--- config.mk ---
export PLATFORM = sky130hd
export DESIGN_NAME = pc_seq_unit
export DESIGN_NICKNAME = d
export VERILOG_FILES = /design/src/rtl/pc_seq_pkg.sv /design/src/rtl/pc_ret_stack.sv /design/src/rtl/pc_seq_unit.sv
export SDC_FILE = /design/constraint.sdc
export NUM_CORES = 1
export LEC_CHECK = 0
export ABC_AREA = 1
export CAP_MARGIN = 20
export CORE_AREA = 2 2 69 78
export CTS_CLUSTER_DIAMETER = 30
export DETAILED_ROUTE_END_ITERATION = 6
export DIE_AREA = 0 0 71 80
export PLACE_DENSITY = 0.77
export SYNTH_ARGS = -nofsm -noshare
export SYNTH_HDL_FRONTEND = slang
export SYNTH_SLANG_ARGS = --single-unit
--- constraint.sdc ---
create_clock -name i_CLK -period 3.43 [get_ports i_CLK]
set_input_delay 0.5145 -clock i_CLK [delete_from_list [all_inputs] [get_ports i_CLK]]
set_output_delay 0.5145 -clock i_CLK [all_outputs]
set_load 0.02 [all_outputs]
--- src/rtl/pc_seq_pkg.sv ---
// Shared op encoding for the PC sequencer, plus the fixed-priority decode of the control inputs.
package pc_seq_pkg;

  typedef enum logic [2:0] {
    OP_HOLD,
    OP_RET,
    OP_CALL,
    OP_JUMP,
    OP_BRANCH,
    OP_INC
  } pc_op_e;

  // Exactly one action per cycle; an earlier test masks every later one.
  function automatic pc_op_e decode_op(input logic stall, input logic ret, input logic call,
                                       input logic jump, input logic branch);
    if (stall)  return OP_HOLD;
    if (ret)    return OP_RET;
    if (call)   return OP_CALL;
    if (jump)   return OP_JUMP;
    if (branch) return OP_BRANCH;
    return OP_INC;
  endfunction

endpackage

--- src/rtl/pc_ret_stack.sv ---
// Return-address LIFO. It pushes and pops on the next clock edge, and dout is the current top entry.
// A push when full or a pop when empty is dropped and flagged on the same-cycle ovf/unf pulse.
module pc_ret_stack #(
  parameter int DEPTH = 4,
  parameter int W     = 8
) (
  input  logic         clk,
  input  logic         rst_n,
  input  logic         push,
  input  logic         pop,
  input  logic [W-1:0] din,
  output logic [W-1:0] dout,
  output logic         full,
  output logic         empty,
  output logic         ovf,
  output logic         unf
);

  localparam int CW = $clog2(DEPTH + 1);
  localparam int AW = (DEPTH > 1) ? $clog2(DEPTH) : 1;
  localparam logic [CW-1:0] FULL_CNT = CW'(DEPTH);

  logic [CW-1:0] r_cnt;
  logic [W-1:0]  r_mem [DEPTH];
  logic [AW-1:0] w_wr_idx;
  logic [AW-1:0] w_top_idx;
  logic          w_do_push;
  logic          w_do_pop;

  assign full      = (r_cnt == FULL_CNT);
  assign empty     = (r_cnt == '0);
  assign ovf       = push & full;
  assign unf       = pop & empty;
  assign w_do_push = push & ~full;
  assign w_do_pop  = pop & ~empty;
  assign w_wr_idx  = AW'(r_cnt);
  assign w_top_idx = AW'(r_cnt - CW'(1));
  // Undefined while empty; the consumer must qualify dout with empty.
  assign dout      = r_mem[w_top_idx];

  always_ff @(posedge clk or negedge rst_n) begin
    if (!rst_n) begin
      r_cnt <= '0;
    end else if (w_do_push) begin
      r_cnt <= r_cnt + CW'(1);
    end else if (w_do_pop) begin
      r_cnt <= r_cnt - CW'(1);
    end
  end

  // Storage is deliberately not reset; the count alone defines validity.
  always_ff @(posedge clk) begin
    if (w_do_push) begin
      r_mem[w_wr_idx] <= din;
    end
  end

endmodule

--- src/rtl/pc_seq_unit.sv ---
// Program-counter sequencer: stall, jump, relative branch, call/return. o_PC is registered and changes one cycle after the inputs are sampled.
// The unit never blocks its inputs. Stack overflow or underflow sets the sticky o_STACK_ERR, which only reset clears.
module pc_seq_unit
  import pc_seq_pkg::*;
#(
  parameter int              PC_W        = 8,
  parameter int              STACK_DEPTH = 4,
  parameter logic [PC_W-1:0] RESET_PC    = '0
) (
  input  logic            i_CLK,
  input  logic            i_RESET,
  input  logic            i_STALL,
  input  logic            i_JUMP,
  input  logic            i_BRANCH,
  input  logic            i_CALL,
  input  logic            i_RET,
  input  logic [PC_W-1:0] i_TARGET,
  input  logic [PC_W-1:0] i_OFFSET,
  output logic [PC_W-1:0] o_PC,
  output logic            o_STACK_FULL,
  output logic            o_STACK_EMPTY,
  output logic            o_STACK_ERR
);

  pc_op_e          w_op;
  logic [PC_W-1:0] r_pc;
  logic [PC_W-1:0] w_pc_nxt;
  logic [PC_W-1:0] w_pc_inc;
  logic [PC_W-1:0] w_top;
  logic            r_err;
  logic            w_full;
  logic            w_empty;
  logic            w_ovf;
  logic            w_unf;

  assign w_op     = decode_op(i_STALL, i_RET, i_CALL, i_JUMP, i_BRANCH);
  assign w_pc_inc = r_pc + PC_W'(1);

  pc_ret_stack #(
    .DEPTH(STACK_DEPTH),
    .W    (PC_W)
  ) u_stack (
    .clk  (i_CLK),
    .rst_n(i_RESET),
    .push (w_op == OP_CALL),
    .pop  (w_op == OP_RET),
    .din  (w_pc_inc),
    .dout (w_top),
    .full (w_full),
    .empty(w_empty),
    .ovf  (w_ovf),
    .unf  (w_unf)
  );

  // The branch offset is two's complement, so a plain modulo add covers both directions.
  always_comb begin
    w_pc_nxt = w_pc_inc;
    case (w_op)
      OP_HOLD:   w_pc_nxt = r_pc;
      OP_RET:    w_pc_nxt = w_empty ? w_pc_inc : w_top;
      OP_CALL:   w_pc_nxt = i_TARGET;
      OP_JUMP:   w_pc_nxt = i_TARGET;
      OP_BRANCH: w_pc_nxt = r_pc + i_OFFSET;
      default:   w_pc_nxt = w_pc_inc;
    endcase
  end

  always_ff @(posedge i_CLK or negedge i_RESET) begin
    if (!i_RESET) begin
      r_pc  <= RESET_PC;
      r_err <= 1'b0;
    end else begin
      r_pc <= w_pc_nxt;
      if (w_ovf || w_unf) begin
        r_err <= 1'b1;
      end
    end
  end

  assign o_PC          = r_pc;
  assign o_STACK_FULL  = w_full;
  assign o_STACK_EMPTY = w_empty;
  assign o_STACK_ERR   = r_err;

endmodule

# [Word level (Yosys, flattened, before mapping)]
# Memory sizes are Yosys's and may differ from the RTL's.
# Cells that the tools add are included.
[word_totals] register_bits=12 elab_cells=55 ramBits=32 inputBits=23 n_memories=1 out_inout_bits=11
[op_classes] n_eq_ne=5 bitwise=6 muxes=31 reduce_logical=5 n_addsub=4
[mem_list] memory="u_stack.r_mem" words=4 word_bits=8 rd=1 rd_clocked_by_memory_dff=0 wr=1 line="pc_ret_stack.sv:24" source="logic [W-1:0] r_mem [DEPTH];"
[op_table] op="two-way mux 3 bit" n=12
[op_table] op="one-hot mux 8 bit (4 select lines)" n=1
[op_table] op="two-way mux 1 bit" n=17
[op_table] op="adder 8 x 1 -> 8 bit (second input constant)" n=1
[op_table] op="adder 8 bit" n=1
[op_table] op="two-way mux 8 bit" n=1
[op_table] op="equality test 3 x 2 -> 1 bit (second input constant)" n=2
[op_table] op="equality test 3 bit (second input constant)" n=2
[op_table] op="logical NOT 3 bit" n=2
[op_table] op="AND 1 bit" n=4
[op_table] op="adder 3 x 1 -> 3 bit (second input constant)" n=1
[op_table] op="equality test 3 x 1 -> 1 bit (second input constant)" n=1
[op_table] op="subtractor 3 x 1 -> 3 bit (second input constant)" n=1
[op_table] op="inverter 1 bit" n=2
[op_table] op="nonzero test 2 bit" n=1
[op_table] op="OR reduction 2 bit" n=1
[op_table] op="logical OR 1 bit" n=1

# [Logic depth before layout (Yosys ltp)]
[logic_depth] ltp_word=20 depth_mapped=14 mapped_depth_nobuf=11

# [Cells and area by module]
# Synthesis repeated with hierarchy kept, for this count alone.
[unflattened] cells_unflattened=345 area_unflattened_um2=2815.2
[modules_own_cells] module="pc_ret_stack" seq_area_each_um2=1036.0 cells_each=144 n_inst=1 area_per_inst_um2=1584.0
[modules_own_cells] module="pc_seq_unit" seq_area_each_um2=225.2 cells_each=201 n_inst=1 area_per_inst_um2=1231.2

# [Worst setup path after synthesis]
# OpenSTA, ideal clock, no wires.
[synth_path] path_type="reg-to-reg" start="register u_stack.r_cnt[0]" end="memory u_stack.r_mem[1][0], enable pin" arrival_time_ns=1.815 stages_incl_launch_ff=9 setup_time_ns=0.371 period_less_slack_ns=2.185 required_ns=3.059 path_buffers=2 setup_slack_ns=1.245 cell_sequence="dfrtp_1 -> buf_6 -> inv_8 -> buf_8 -> ha_1 -> ha_1 -> nor2_4 -> inv_4 -> nor2_1"
[synth_between] elab_chain_cells=5
[synth_lines] element="start, declared" line="pc_ret_stack.sv:23" source="logic [CW-1:0] r_cnt;"
[synth_lines] element="start signal, assigned" line="pc_ret_stack.sv:45" source="r_cnt <= r_cnt + CW'(1);"
[synth_lines] element="start signal, assigned" line="pc_ret_stack.sv:47" source="r_cnt <= r_cnt - CW'(1);"
[synth_lines] element="equality test 3 bit" line="pc_ret_stack.sv:30" source="assign full = (r_cnt == FULL_CNT);"
[synth_lines] element="via o_STACK_FULL" line="pc_seq_unit.sv:20" source="output logic o_STACK_FULL,"
[synth_lines] element="inverter 1 bit" line="pc_ret_stack.sv:34" source="assign w_do_push = push & ~full;"
[synth_lines] element="AND 1 bit" line="pc_ret_stack.sv:34"
[synth_lines] element="two-way mux 1 bit" line="pc_ret_stack.sv:53" source="if (w_do_push) begin"
[synth_lines] element="two-way mux 1 bit (not written as such)" line="pc_ret_stack.sv:54" source="r_mem[w_wr_idx] <= din;"
[synth_lines] element="end, declared" line="pc_ret_stack.sv:24"
# The timed path passes the listed nets, and every way through them passes these cells.

# [Worst setup path after layout]
[layout_path] start="register u_stack.r_cnt[0]" end="output port o_STACK_EMPTY"
[layout_between] elab_chain_cells=1
[layout_lines] element="logical NOT 3 bit" line="pc_ret_stack.sv:31" source="assign empty = (r_cnt == '0);"
[layout_lines] element="end, declared" line="pc_seq_unit.sv:21" source="output logic o_STACK_EMPTY,"
# Every way passes these cells.

==> flow_summary.yaml <==
synthesis:
  synthesis.area_um2: 2600
  synth_common_cells: "nand2_1 (69), nor2_1 (41), inv_1 (37), edfxtp_1 (32), nand3_1 (26)"
  syn-num-nets: 338
  synth_most_common_cell: "nand2_1"
  synthTopCellsByArea: "edfxtp_1 (37%), dfrtp_1 (12%), nand2_1 (10%), ha_1 (6.7%), nor2_1 (5.9%)"
  ys.flop_type: "edfxtp_1"
  yosysTopAreaCell: "edfxtp_1"
  ys.warnings.count: 0
  synth_top_area_share_pct: 36.9
  synthArstFlopShare_pct: 27.3
  synth_cells: 300
  synth_seq_cells: 44
  yosysSeqAreaShare_pct: 48.5
  synth_cell_types: 35
  synth-edff-count: 32
  syn_area_per_cell_um2: 8.67
cts:
  cts_tree: "built"
  cts.sinks: 44
  root_buffer: "clkbuf_8"
  htreeDepth: 2
  post_cts_resized: 0
  numCtsBuffers: 5
  cts_buffer_depth: 2
  insertion_delay_ns: 0.30
  clk_pin_slew_ns: 0.08
  post_cts_buffers: 0
  cts_hold_buf: 0
pwr:
  power_switching_mw: 0.982
  seqPwrFrac_pct: 34.5
  intPower_mw: 1.36
  switching_share_pct: 42.0
  combPwrFrac_pct: 48.9
  powerDensity_nw_per_um2: 761
  leakage_nw: 1.35
  p_clk_share_pct: 16.6
  ir_worst_vdd_uv: 452
worst_setup_path:
  r2r-end: "u_stack.r_mem[2][7]"
  rrSetupSlack_ns: 1.31
  r2r-start: "u_stack.r_cnt[0]"
  worstPathRequired_ns: 2.92
  worst_r2r_path_depth: 6
  critPathCaptureType: "primary output"
  path_class: "flop to primary output"
  cp_data_arrival_time_ns: 2.01
  start_kind: "flop"
  critPathMaxFanout: 18
  startpoint: "u_stack.r_cnt[0]"
  cp-endpoint: "o_STACK_EMPTY"
route:
  remaining_drc_errors: 0
  finalWirelength_um: 5590
  vias: 2074
  drtIter0Drc: 223
  wire_per_inst_um: 14.2
  ant_nets: 0
  first_pass_iters: 4
  routed_via_density: 5.25
sta:
  skew_ns: 0.0101
  tightestPinTransition_ns: 0.622
  grt_setup_unrepaired: "no"
  final-setup-viol-count: 0
  timing.fmax_mhz: 396
  maxSlewHeadroom_pct: 58.4
  final_max_slew_viol_count: 0
  tns_ns: 0
  hold_viol_final: 0
  period_needed_ns: 2.52
  fin_crit_sh_pct: 73.6
layout:
  synthToLayoutAreaGrowth_pct: 18.1
  drive_gt1_share_pct: 7.72
  fin_nets: 374
  antennaDiodeCount: 0
  fin_area_um2: 3070
  n_fill_cell: 386
  fin_util_pct: 62.8
floorplanning:
  core_um2: 4900
  rows: 27
  initial_core_util_pct: 53.1
  die-area_um2: 5680
  die_width_um: 71
  die_y_um: 80
  io_pins: 34
place:
  dpl.hpwl_um: 4300
  place.gp.congestion: 0.956
  portBuffers: 33
  placed_cell_area_um2: 2970
global_route:
  antenna_found_initial: 0
  grt-ovfl-total: 0
  grt_start_max_net_pins: 20
  grt_pass1_vias: 1982
  grt_pass1_wl_um: 9240
  grt_usage_pct: 21.7
flow_run:
  maxCapViolCount: 0
status:
  outcome: "completed"
worst_hold_path:
  hold_class: "flop to flop"
  holdPathStages: 1
[placed cells by master (no fill, tap or decap), types with 5 or more instances in the layout]
cell type        instances
ha_1                    14
edfxtp_1                32
nor2_1                  41
o21ai_0                 15
nand2_1                 69
a21oi_1                  8
inv_1                   37
nand3_1                 26
clkdlybuf4s50_1         33
clkbuf_8                 5
dfrtp_1                 12
[power by group through the flow]
stage / clock [mW] / combinational, mW / sequential (mW)
finish: 0.389 / 1.14 / 0.809
global route: 0.412 / 1.29 / 0.822
CTS: 0.391 / 1.14 / 0.808
detailed placement: 0 / 1.14 / 0.818
global placement: 0 / 1.13 / 0.816
floorplan: 0 / 0.778 / 0.844
[logic make-up (layout without fill, tap and decap cells)]
| logic type | count (synthesis) | in the layout | synth area share [%] |
|---|---|---|---|
| buffers and inverters | 47 | 84 | 8.32 |
| xor gates and xnor gates | 6 | 6 | 2.31 |
| and+or+nand+nor | 152 | 152 | 25.6 |
| DFF | 44 | 44 | 48.5 |
| AOI/OAI and AO/OA | 36 | 36 | 7.84 |
| adders and majority gates | 15 | 15 | 7.50 |
[through the flow]
step	setup slack (ns)	cells	hold WS, ns	power [mW]
floorplan	1.24	300	0.219	1.62
global placement	0.891	387	0.455	1.94
detailed placement	0.800	387	0.462	1.95
CTS	0.898	395	0.481	2.34
global route	0.793	395	0.511	2.52
finish	0.906	395	0.478	2.34
[sequential cells by signal (all words and copies together), names as in the netlist]
signal         flops
o_STACK_ERR        1
u_stack.r_cnt      3
u_stack.r_mem     32
o_PC               8
[area by class of cell]
| type | count | area [um^2] | area share, % |
|---|---|---|---|
| Clock buffer | 6 | 72.6 | 2.36 |
| Clock inverter | 2 | 35.0 | 1.14 |
| Inverter | 42 | 170 | 5.54 |
| Multi-Input combinational cell | 209 | 1120 | 36.6 |
| Sequential cell | 44 | 1260 | 41.0 |
| Tap cell | 58 | 72.6 | 2.36 |
| Timing Repair Buffer | 34 | 338 | 11.0 |
[critical path, cell delays in order, from the launching register on]
cell,delay [ns]
dfrtp_1,0.44
inv_8,0.13
ha_1,0.23
ha_1,0.27
clkdlybuf4s50_1,0.64
[worst min path at each step]
stage                      startpoint           to  slack (ns)
after floorplan               i_RESET      o_PC[0]        0.22
after global placement    o_STACK_ERR  o_STACK_ERR        0.46
after detailed placement  o_STACK_ERR  o_STACK_ERR        0.46
after CTS                 o_STACK_ERR  o_STACK_ERR        0.48
after global routing      o_STACK_ERR  o_STACK_ERR        0.51
final                     o_STACK_ERR  o_STACK_ERR        0.48
[routing by layer]
metal	global-route usage, %	vias up	part of all wire (%)
met2	36.3	67	48
li1	-	1052	-
met4	11.9	0	3.6
met1	26.7	940	43
met3	3.66	15	4.7
met5	0	-	0
Note: power is estimated with default switching activity, not from simulation.
